`config.mk`:
```
export PLATFORM = sky130hd
export DESIGN_NAME = product_accumulator
export DESIGN_NICKNAME = d
export VERILOG_FILES = /design/src/rtl/product_accumulator.sv
export SDC_FILE = /design/constraint.sdc
export NUM_CORES = 1
export LEC_CHECK = 0
export BUFFER_PORTS_ARGS = -buffer_cell sky130_fd_sc_hd__buf_4
export CAP_MARGIN = 20
export CORE_MARGIN = 2
export CORE_UTILIZATION = 52
export CTS_CLUSTER_SIZE = 8
export DETAILED_ROUTE_END_ITERATION = 16
export PLACE_DENSITY = 0.79
export SKIP_CTS_REPAIR_TIMING = 1
export SLEW_MARGIN = 20
export SYNTH_ARGS = -nofsm -noshare
export SYNTH_HDL_FRONTEND = slang
export SYNTH_SLANG_ARGS = --single-unit
```
`constraint.sdc`:
```
create_clock -name clk -period 2.8 [get_ports clk]
set_clock_uncertainty 0.1 [all_clocks]
set_input_delay 0.14 -clock clk [delete_from_list [all_inputs] [get_ports clk]]
set_output_delay 0.14 -clock clk [all_outputs]
set_load 0.02 [all_outputs]
```
`src/rtl/product_accumulator.sv`:
```
// Purpose : sums a burst of N_TERMS products into a saturating ACC_W-bit accumulator.
// Latency : acc_out/count update 1 cycle after an accepting edge; done pulses the cycle after the Nth transfer.
// Backpr. : in_ready is high only while accumulating; a product transfers on in_valid && in_ready.
//
// Ports:
//   clk, rst          rising-edge clock, synchronous active-high reset
//   start             begins a burst (only honoured in IDLE)
//   product/in_valid  product term and its valid; in_ready accepts it
//   acc_out, count    running/final sum and number of products accepted
//   busy, done        busy in ACCUM/DONE; done is a one-cycle completion pulse
//   overflow          sticky saturation flag for the current burst
module product_accumulator #(
  parameter int PROD_W  = 4,
  parameter int ACC_W   = 8,
  parameter int N_TERMS = 4,
  parameter int CNT_W   = $clog2(N_TERMS + 1)
) (
  input  logic              clk,
  input  logic              rst,
  input  logic              start,
  input  logic [PROD_W-1:0] product,
  input  logic              in_valid,
  output logic              in_ready,
  output logic [ACC_W-1:0]  acc_out,
  output logic [CNT_W-1:0]  count,
  output logic              busy,
  output logic              done,
  output logic              overflow
);

  typedef enum logic [1:0] {IDLE, ACCUM, DONE} state_t;

  localparam logic [CNT_W-1:0] LAST_CNT = CNT_W'(N_TERMS - 1);

  state_t         state;
  state_t         state_nxt;
  logic           xfer;
  logic [ACC_W:0] sum;

  assign in_ready = (state == ACCUM);
  assign busy     = (state != IDLE);
  assign xfer     = in_valid && in_ready;

  // One extra bit catches the carry out; product is zero-extended.
  assign sum = {1'b0, acc_out} + (ACC_W + 1)'(product);

  always_ff @(posedge clk) begin
    if (rst) begin
      state <= IDLE;
    end else begin
      state <= state_nxt;
    end
  end

  always_comb begin
    state_nxt = state;
    case (state)
      IDLE:    if (start) state_nxt = ACCUM;
      ACCUM:   if (xfer && (count == LAST_CNT)) state_nxt = DONE;
      DONE:    state_nxt = IDLE;
      default: state_nxt = IDLE;
    endcase
  end

  always_ff @(posedge clk) begin
    if (rst) begin
      acc_out  <= '0;
      count    <= '0;
      done     <= 1'b0;
      overflow <= 1'b0;
    end else begin
      // Registered so done is high exactly while the FSM sits in DONE.
      done <= (state_nxt == DONE);
      if ((state == IDLE) && start) begin
        acc_out  <= '0;
        count    <= '0;
        overflow <= 1'b0;
      end else if (xfer) begin
        count <= count + CNT_W'(1);
        // Saturated value plus any product carries out again, so the
        // accumulator stays pinned at max for the rest of the burst.
        if (sum[ACC_W]) begin
          acc_out  <= '1;
          overflow <= 1'b1;
        end else begin
          acc_out <= sum[ACC_W-1:0];
        end
      end
    end
  end

endmodule

```
### Word level (Yosys, flattened, before mapping)

Index checks and enable logic that the tools add are counted.

* $add $sub $neg: 2
* multiply operators: 0
* divide/modulo/power cells: 0
* order comparisons: 0
* equality and inequality tests: 3
* shift-type cells: 0
* multiplexer cells: 4
* bitwise operators: 0
* reduce and logical (&&, ||, !) cells: 7

Operators by type and width (count)
* 8-bit by 4-bit adder with 9-bit output: 1
* 8-bit 2-to-1 mux: 1
* 2-bit 2-to-1 mux: 2
* 2-bit one-hot mux with 2 select lines: 1
* 3-bit by 1-bit adder with 3-bit output (second input constant): 1
* 3-bit by 2-bit equality test with 1-bit output (second input constant): 1
* 1-bit logical AND: 3
* 2-bit by 1-bit equality test with 1-bit output (second input constant): 1
* 2-bit equality test (second input constant): 1
* 2-bit zero test: 1
* 2-bit AND reduction: 1
* 2-bit nonzero test: 1
* 2-bit OR reduction: 1

* bits in registers: 15
* bits in latches: 0
* RAM bits: 0
* ROM bits: 0
* bits of input ports: 8
* word-level logic and storage cells: 21
* memories: 0

### Longest topological paths before layout

Gate-level depths: netlist of run 1.

* depth after elaboration: 6
* depth in mapped cells: 6
* depth with buffers taken out: 6

### Worst setup path before layout of run 1

OpenSTA, ideal clock, no wires.

* kind: register to register
* from: register acc_out[0]
* to: register acc_out[0]
* library setup time: 0.119 ns
* arrival time: 1.787 ns
* data required time: 2.581 ns
* setup slack: 0.795 ns
* stages on the path, launching flop included: 7
* path buffers: 0
* path through: dfxtp_1 -> ha_1 -> fa_1 -> a211oi_2 -> or3_4 -> o21ai_4 -> o221a_2

* cells in the longest elaborated chain, start to end: 2

Ends and longest elaborated chain
* start, declared: RTL line 24 `output logic [ACC_W-1:0] acc_out,`
* start signal, assigned: RTL line 86 `acc_out <= sum[ACC_W-1:0];`
* 8-bit by 4-bit adder with 9-bit output: RTL line 45 `assign sum = {1'b0, acc_out} + (ACC_W + 1)'(product);`
* 8-bit 2-to-1 mux: RTL line 82 `if (sum[ACC_W]) begin`

No other way between the ends.
A chain may end at the register's enable or synchronous reset.

### Worst setup path after layout of run 1

Same ends and word-level chain as after synthesis.

==> summary.md, run 1 <==
| Metric | Value |
|---|---|
| Status | finished, final reports clean |
| Die area | around 1800 sq um |
| Hold Crit Depth | 4 |
| CORE AREA | around 1400 sq um |
| # diodes | 0 |
| Synth top area share | between 30% and 40% |
| Mapped cell area | 778 sq um |
| Final WL | ~1700 um |
| Fin util | roughly 73% |
| Fin nets | 120 |
| Int Pwr | 0.303 mW |
| PD cells | 421 nW/um^2 |
| Crit end category | register |
| Port Buffers | 22 |
| Sw Ratio | 27.6% |
| Die Wd | 42.7 um |
| Io pins | 23 |
| Die Height | 42.7 um |
| Post-synth top area cell | dfxtp_1 |
| CTS buffer count | 3 |
| Post-route DRC violation count | 0 |
| Clock power frac | 29.7% |
| CP Max Fanout | 4 |
| Final Critical Period | 2090 ps |
| Kind of critical path | reg2reg |
| Reg2Reg Launch Point | acc_out[0] |
| Grt total ovfl | 0 |
| Max Cap Violations | 0 |
| IR drop worst, VDD | 0.299 mV |
| Hold Crit Start | in_valid |
| Tot GR Track Use | approximately a fifth |
| Slew headroom | 67.5% |
| RSZ-0062 raised after global routing | no |
| Layout Area Growth over Synthesis | 27.5% |
| Pin count of the biggest net entering global routing | 10 |
| Per-cell routed wire length | 13.9 um |
| Clk_lat worst skew | 290 ps |
| Syn_area_per_cell | 9.98 sq um |
| Combinational Power Share | between 10% and 20% |
| R2r worst-path depth | 6 |
| Synth Register Bits | 15 |
| Final hold slack | 82.8 ps |
| Tightest Pin Transition | 484 ps |
| Vias per cell | 5.69 |
| Reg-to-reg setup timing slack | 710 ps |
| CTS tree | built |
| Number of antenna violations at the first check in global routing | 0 |
| Distinct cell type count after synthesis | 30 |
| Antenna Nets Post-Route | 0 |
| Clock-pin slew on the worst setup and hold paths | 90 ps |
| Net Switching | 0.116 mW |
| DRT Pass-1 Iters | 4 |
| Synth top area cells | dfxtp_1 39%, ha_1 9.6%, a211oi_1 4.8%, nor2_1 4.8%, o221a_2 4.3% |
| Vias | 677 |
| Hold path endpoint | state[0] |
| Starting Density | 57.6% |
| First DRT Iteration DRCs | 7 |
| GPL Wtd Cong | 0.743 |
| Clock buffer depth | 2 |
| Global-route wire length before repair | approximately 2800 um |
| Synth warn | 0 |
| Final Hold Viols | 0 |
| Syn_nets | between 90 and 100 |
| # rows | 13 |
| Slew Limit Fails | 0 |
| Post-Syn Instances | 78 |
| Seq pwr share | 53.5% |
| CTS H-tree depth | 1 |
| Register area share after synthesis | 38.6% |
| Share of layout cells above drive strength 1 | 31.7% |
| Critical Path Start Type | register |
| Vias in the first global route | 650 |
| DP HPWL | 1280 um |
| Req. time, crit path | between 2000 and 3000 ps |
| Period utilization | 74.7% |
| Final setup violation count | 0 |
| Post-Route Setup TNS | 0 ps |
| Clock tree sinks | 15 |
| Root Driver | clkbuf_4 |
| FMAX | 478 MHz |
| Static Leak | between 0.4 and 0.5 nW |
| Worst R2R End | acc_out[0] |
| Min-Delay Path Class | in2reg |
| CP arrival | 2190 ps |
-- registers in the layout, summed over array words and instances (netlist names) --
signal    cells
acc_out       8
count         3
state         2
overflow      1
done          1
-- power groups by stage --
stage / registers, mW / clock network [mW] / logic, mW
finish: 0.224 / 0.124 / 0.0703
global route: 0.225 / 0.142 / 0.0777
CTS: 0.224 / 0.129 / 0.0694
detailed placement: 0.229 / 0 / 0.0693
global placement: 0.228 / 0 / 0.0668
floorplan: 0.233 / 0 / 0.0377
-- how the worst max path moves through the flow --
stage          depth (start not counted)         end        from  slack (ps)
4_1_cts                                6  acc_out[0]  acc_out[0]         700
3_3_place_gp                           6  acc_out[1]  acc_out[0]         800
3_5_place_dp                           6  acc_out[0]  acc_out[0]         720
6_report                               6  acc_out[0]  acc_out[0]         710
5_1_grt                                6  acc_out[1]  acc_out[0]         630
2_1_floorplan                          6  acc_out[0]  acc_out[0]         790
-- Yosys cell counts (all sizes together) --
cell and instances:
a211oi 6, a21o 1, a21oi 2, a311oi 1, a31oi 3, and2 1
and2b 1, buf 1, dfxtp 15, fa 1, ha 6, inv 3
nand2 4, nand3 1, nand3b 1, nor2 10, nor2b 1, nor3 3
nor3b 2, nor4 1, o2111a 1, o21a 1, o21ai 3, o21bai 1
o221a 4, or3 1, xor2 3
-- cell type report --
type                            count  area [sq um]
Sequential cell                    15           300
Clock inverter                      1          5.00
Multi-Input combinational cell     59           459
Clock buffer                        3          22.5
Timing Repair Buffer               23           175
Fill cell                          93           358
Inverter                            3          11.3
Tap cell                           15          18.8
-- stage by stage --
step / instance area [sq um] / power (mW) / std cells / setup WS, ps
2_1_floorplan: 778 / 0.270 / 78 / 795
3_3_place_gp: 955 / 0.295 / 114 / 804
3_5_place_dp: 955 / 0.298 / 114 / 719
4_1_cts: 982 / 0.422 / 118 / 704
5_1_grt: 992 / 0.444 / 119 / 625
6_report: 992 / 0.418 / 119 / 707
-- cell families after synthesis --
kind of cell               after synthesis  share of synthesized area [%]
xor gates and xnor gates                 3                           3.38
and+or+nand+nor                         26                           18.6
adders and majority gates                7                           12.2
buffers and inverters                    4                           2.41
AOI/OAI and AO/OA                       23                           24.8
DFF                                     15                           38.6
-- cells in the final DEF, fill, tap and decap left out, types with 2 or more instances in the layout --
cell and count:
a211oi_1 5, a21oi_1 2, a31oi_1 3, buf_4 22, clkbuf_4 3, dfxtp_1 15, ha_1 6, inv_1 3
nand2_1 4, nor2_1 10, nor3_1 3, nor3b_1 2, o21ai_0 2, o221a_2 3, xor2_1 3
-- layer usage --
metal	vias to the layer above	GRT usage [%]	share of wire, %
li1	344	-	-
met1	309	24.3	43
met2	21	34.2	49
met3	3	7.23	7.1
met4	0	5.63	0.60
met5	-	0	0
-- critical path: stages (launching register included) --
cell and delay [ps]:
dfxtp_1 340, ha_1 220, fa_1 420, a211oi_2 360, or3_4 230, o21ai_4 70, o221a_2 260
Power figures use the tool's default switching activity.
==> run 2, diff against run 1 <==
CORE_UTILIZATION = 49   (was 52)
PLACE_DENSITY = 0.75   (was 0.79)
clock period = 2.1 ns   (was 2.8 ns; I/O delays follow)
==> summary.md, run 2 (synthesis results as in run 1) <==
| Metric | Value |
|---|---|
| Post-Route Setup TNS | 0 ps |
| Fin nets | 121 |
| RSZ-0062 raised after global routing | no |
| Tot GR Track Use | 18.6% |
| Port Buffers | 22 |
| Commonest non-fill, non-tap cell in the layout | buf_4 |
| Multi-input logic area | 459 sq um |
| Min-Delay Path Class | in2reg |
| Global-route wire length before repair | 2680 um |
| Clock buffer depth | 2 |
| Register area | 300 sq um |
| First DRT Iteration DRCs | 11 |
| Die Height | 43.9 um |
| CORE AREA | 1490 sq um |
| Clk_lat worst skew | 280 ps |
| IR drop worst, VDD | 0.319 mV |
| Vias per cell | 5.69 |
| CP max stage cell | fa_1 |
| # diodes | 0 |
| Layout Area Growth over Synthesis | 28.5% |
| Die Wd | around 44 um |
| FILL cells | 135 |
| Regs by FF count | acc_out x8, count x3, state x2 |
| Die area | 1920 sq um |
| Reg with most FFs | acc_out |
| Post-route DRC violation count | 0 |
| Vias in the first global route | 631 |
| CTS H-tree depth | 1 |
| Crit end category | register |
| Static Leak | 0.436 nW |
| Most frequent cells in the layout | 23 x buf_4, 15 x dfxtp_1, 10 x nor2_1, 6 x ha_1, 5 x a211oi_1 |
| Antenna Nets Post-Route | 0 |
| CP arrival | 2040 ps |
| Kind of critical path | reg2reg |
| GPL Wtd Cong | 0.765 |
| Share of layout cells above drive strength 1 | 31.4% |
| CTS buffer count | 3 |
| Final Critical Period | approximately 2000 ps |
| Number of antenna violations at the first check in global routing | 0 |
| Status | finished, final reports clean |
| Clock-pin slew on the worst setup and hold paths | 90 ps |
| Final cell count without fillers | 121 |
| Number of flip-flops in the largest register | 8 |
| Grt total ovfl | 0 |
| Vias | 688 |
| Placed insts | 116 |
| Final Hold Viols | 0 |
| Final setup violation count | 0 |
| Crit-path leading delay family | adder cells |
| Slew headroom | 72.2% |
| FMAX | 512 MHz |
| CTS tree | built |
| Tightest Pin Transition | 414 ps |
| Per-cell routed wire length | 12.9 um |
| Req. time, crit path | 2180 ps |
| Clock tree sinks | 15 |
| Max Cap Violations | 0 |
| PD cells | 558 nW/um^2 |
| Critical Path Start Type | register |
| Delay of the slowest critical-path stage | 410 ps |
| DP HPWL | 1190 um |
| CP Max Fanout | 4 |
| Crit-path cells | ha_1, fa_1, a211oi_2, or3_4, o21ai_4, o221a_2 |
| Reg-to-reg setup timing slack | between 100 and 150 ps |
| # rows | 14 |
| Root Driver | clkbuf_4 |
| Io pins | 23 |
| DRT Pass-1 Iters | 4 |
| Slew Limit Fails | 0 |
| Period utilization | 92.9% |
| Starting Density | 52.3% |
| Pin count of the biggest net entering global routing | 10 |
| Worst path buffer plus inverter count | 0 |
| Final WL | around 1600 um |
-- run 2: cell count changes in the layout (fill, tap and decap cells not counted) --
cell | before | now
clkbuf_1 | 0 | 1
clkinv_2 | 1 | 0
buf_4 | 22 | 23
-- run 2: routing by layer --
| layer | track usage (%) | up-vias | share of wire [%] |
|---|---|---|---|
| met5 | 0 | - | 0 |
| li1 | - | 348 | - |
| met2 | 29.1 | 25 | 45 |
| met4 | 7.27 | 0 | 1.2 |
| met3 | 3.75 | 2 | 7.0 |
| met1 | 25.1 | 313 | 47 |
-- run 2: cell type report --
type                       count  share of cell area [%]
multi-input combinational     59                    45.9
tap                           16                    2.00
timing repair buffer          24                    18.3
inverter                       3                    1.13
sequential                    15                    30.0
clock buffer                   4                    2.63
-- run 2: power by group --
part | total, mW | internal, mW | switching [mW]
logic | 0.0942 | 0.0427 | 0.0515
registers | 0.298 | 0.291 | 0.00708
clock network | 0.165 | 0.0737 | 0.0915
total | 0.558 | 0.407 | 0.150
-- run 2: path summary, 6_finish.rpt --
path,from,endpoint,cells after the start
worst max-delay path,acc_out[0],acc_out[2],6
worst max register to register,acc_out[0],acc_out[2],6
worst min register to register,count[1],count[1],2
worst min-delay path,in_valid,state[0],4
-- run 2: stage by stage --
stage                     cell area [sq um]  power (mW)  setup WS (ps)  util, %  hold WS, ps
after detailed placement                963       0.398            164     64.7          214
final                                  1000       0.558            149     67.1         59.4
after global routing                   1000       0.584           46.3     67.1         70.5
after floorplan                         778       0.361           94.7        -         81.1
after global placement                  963       0.396            204     64.7          212
after CTS                               990       0.559            142     66.5        -86.8
-- run 2: worst register-to-register path: stages, from the launching register on --
cell and delay [ps]:
dfxtp_1 340, ha_1 210, fa_1 410, a211oi_2 280, or3_4 190, o21ai_4 60
o221a_2 260
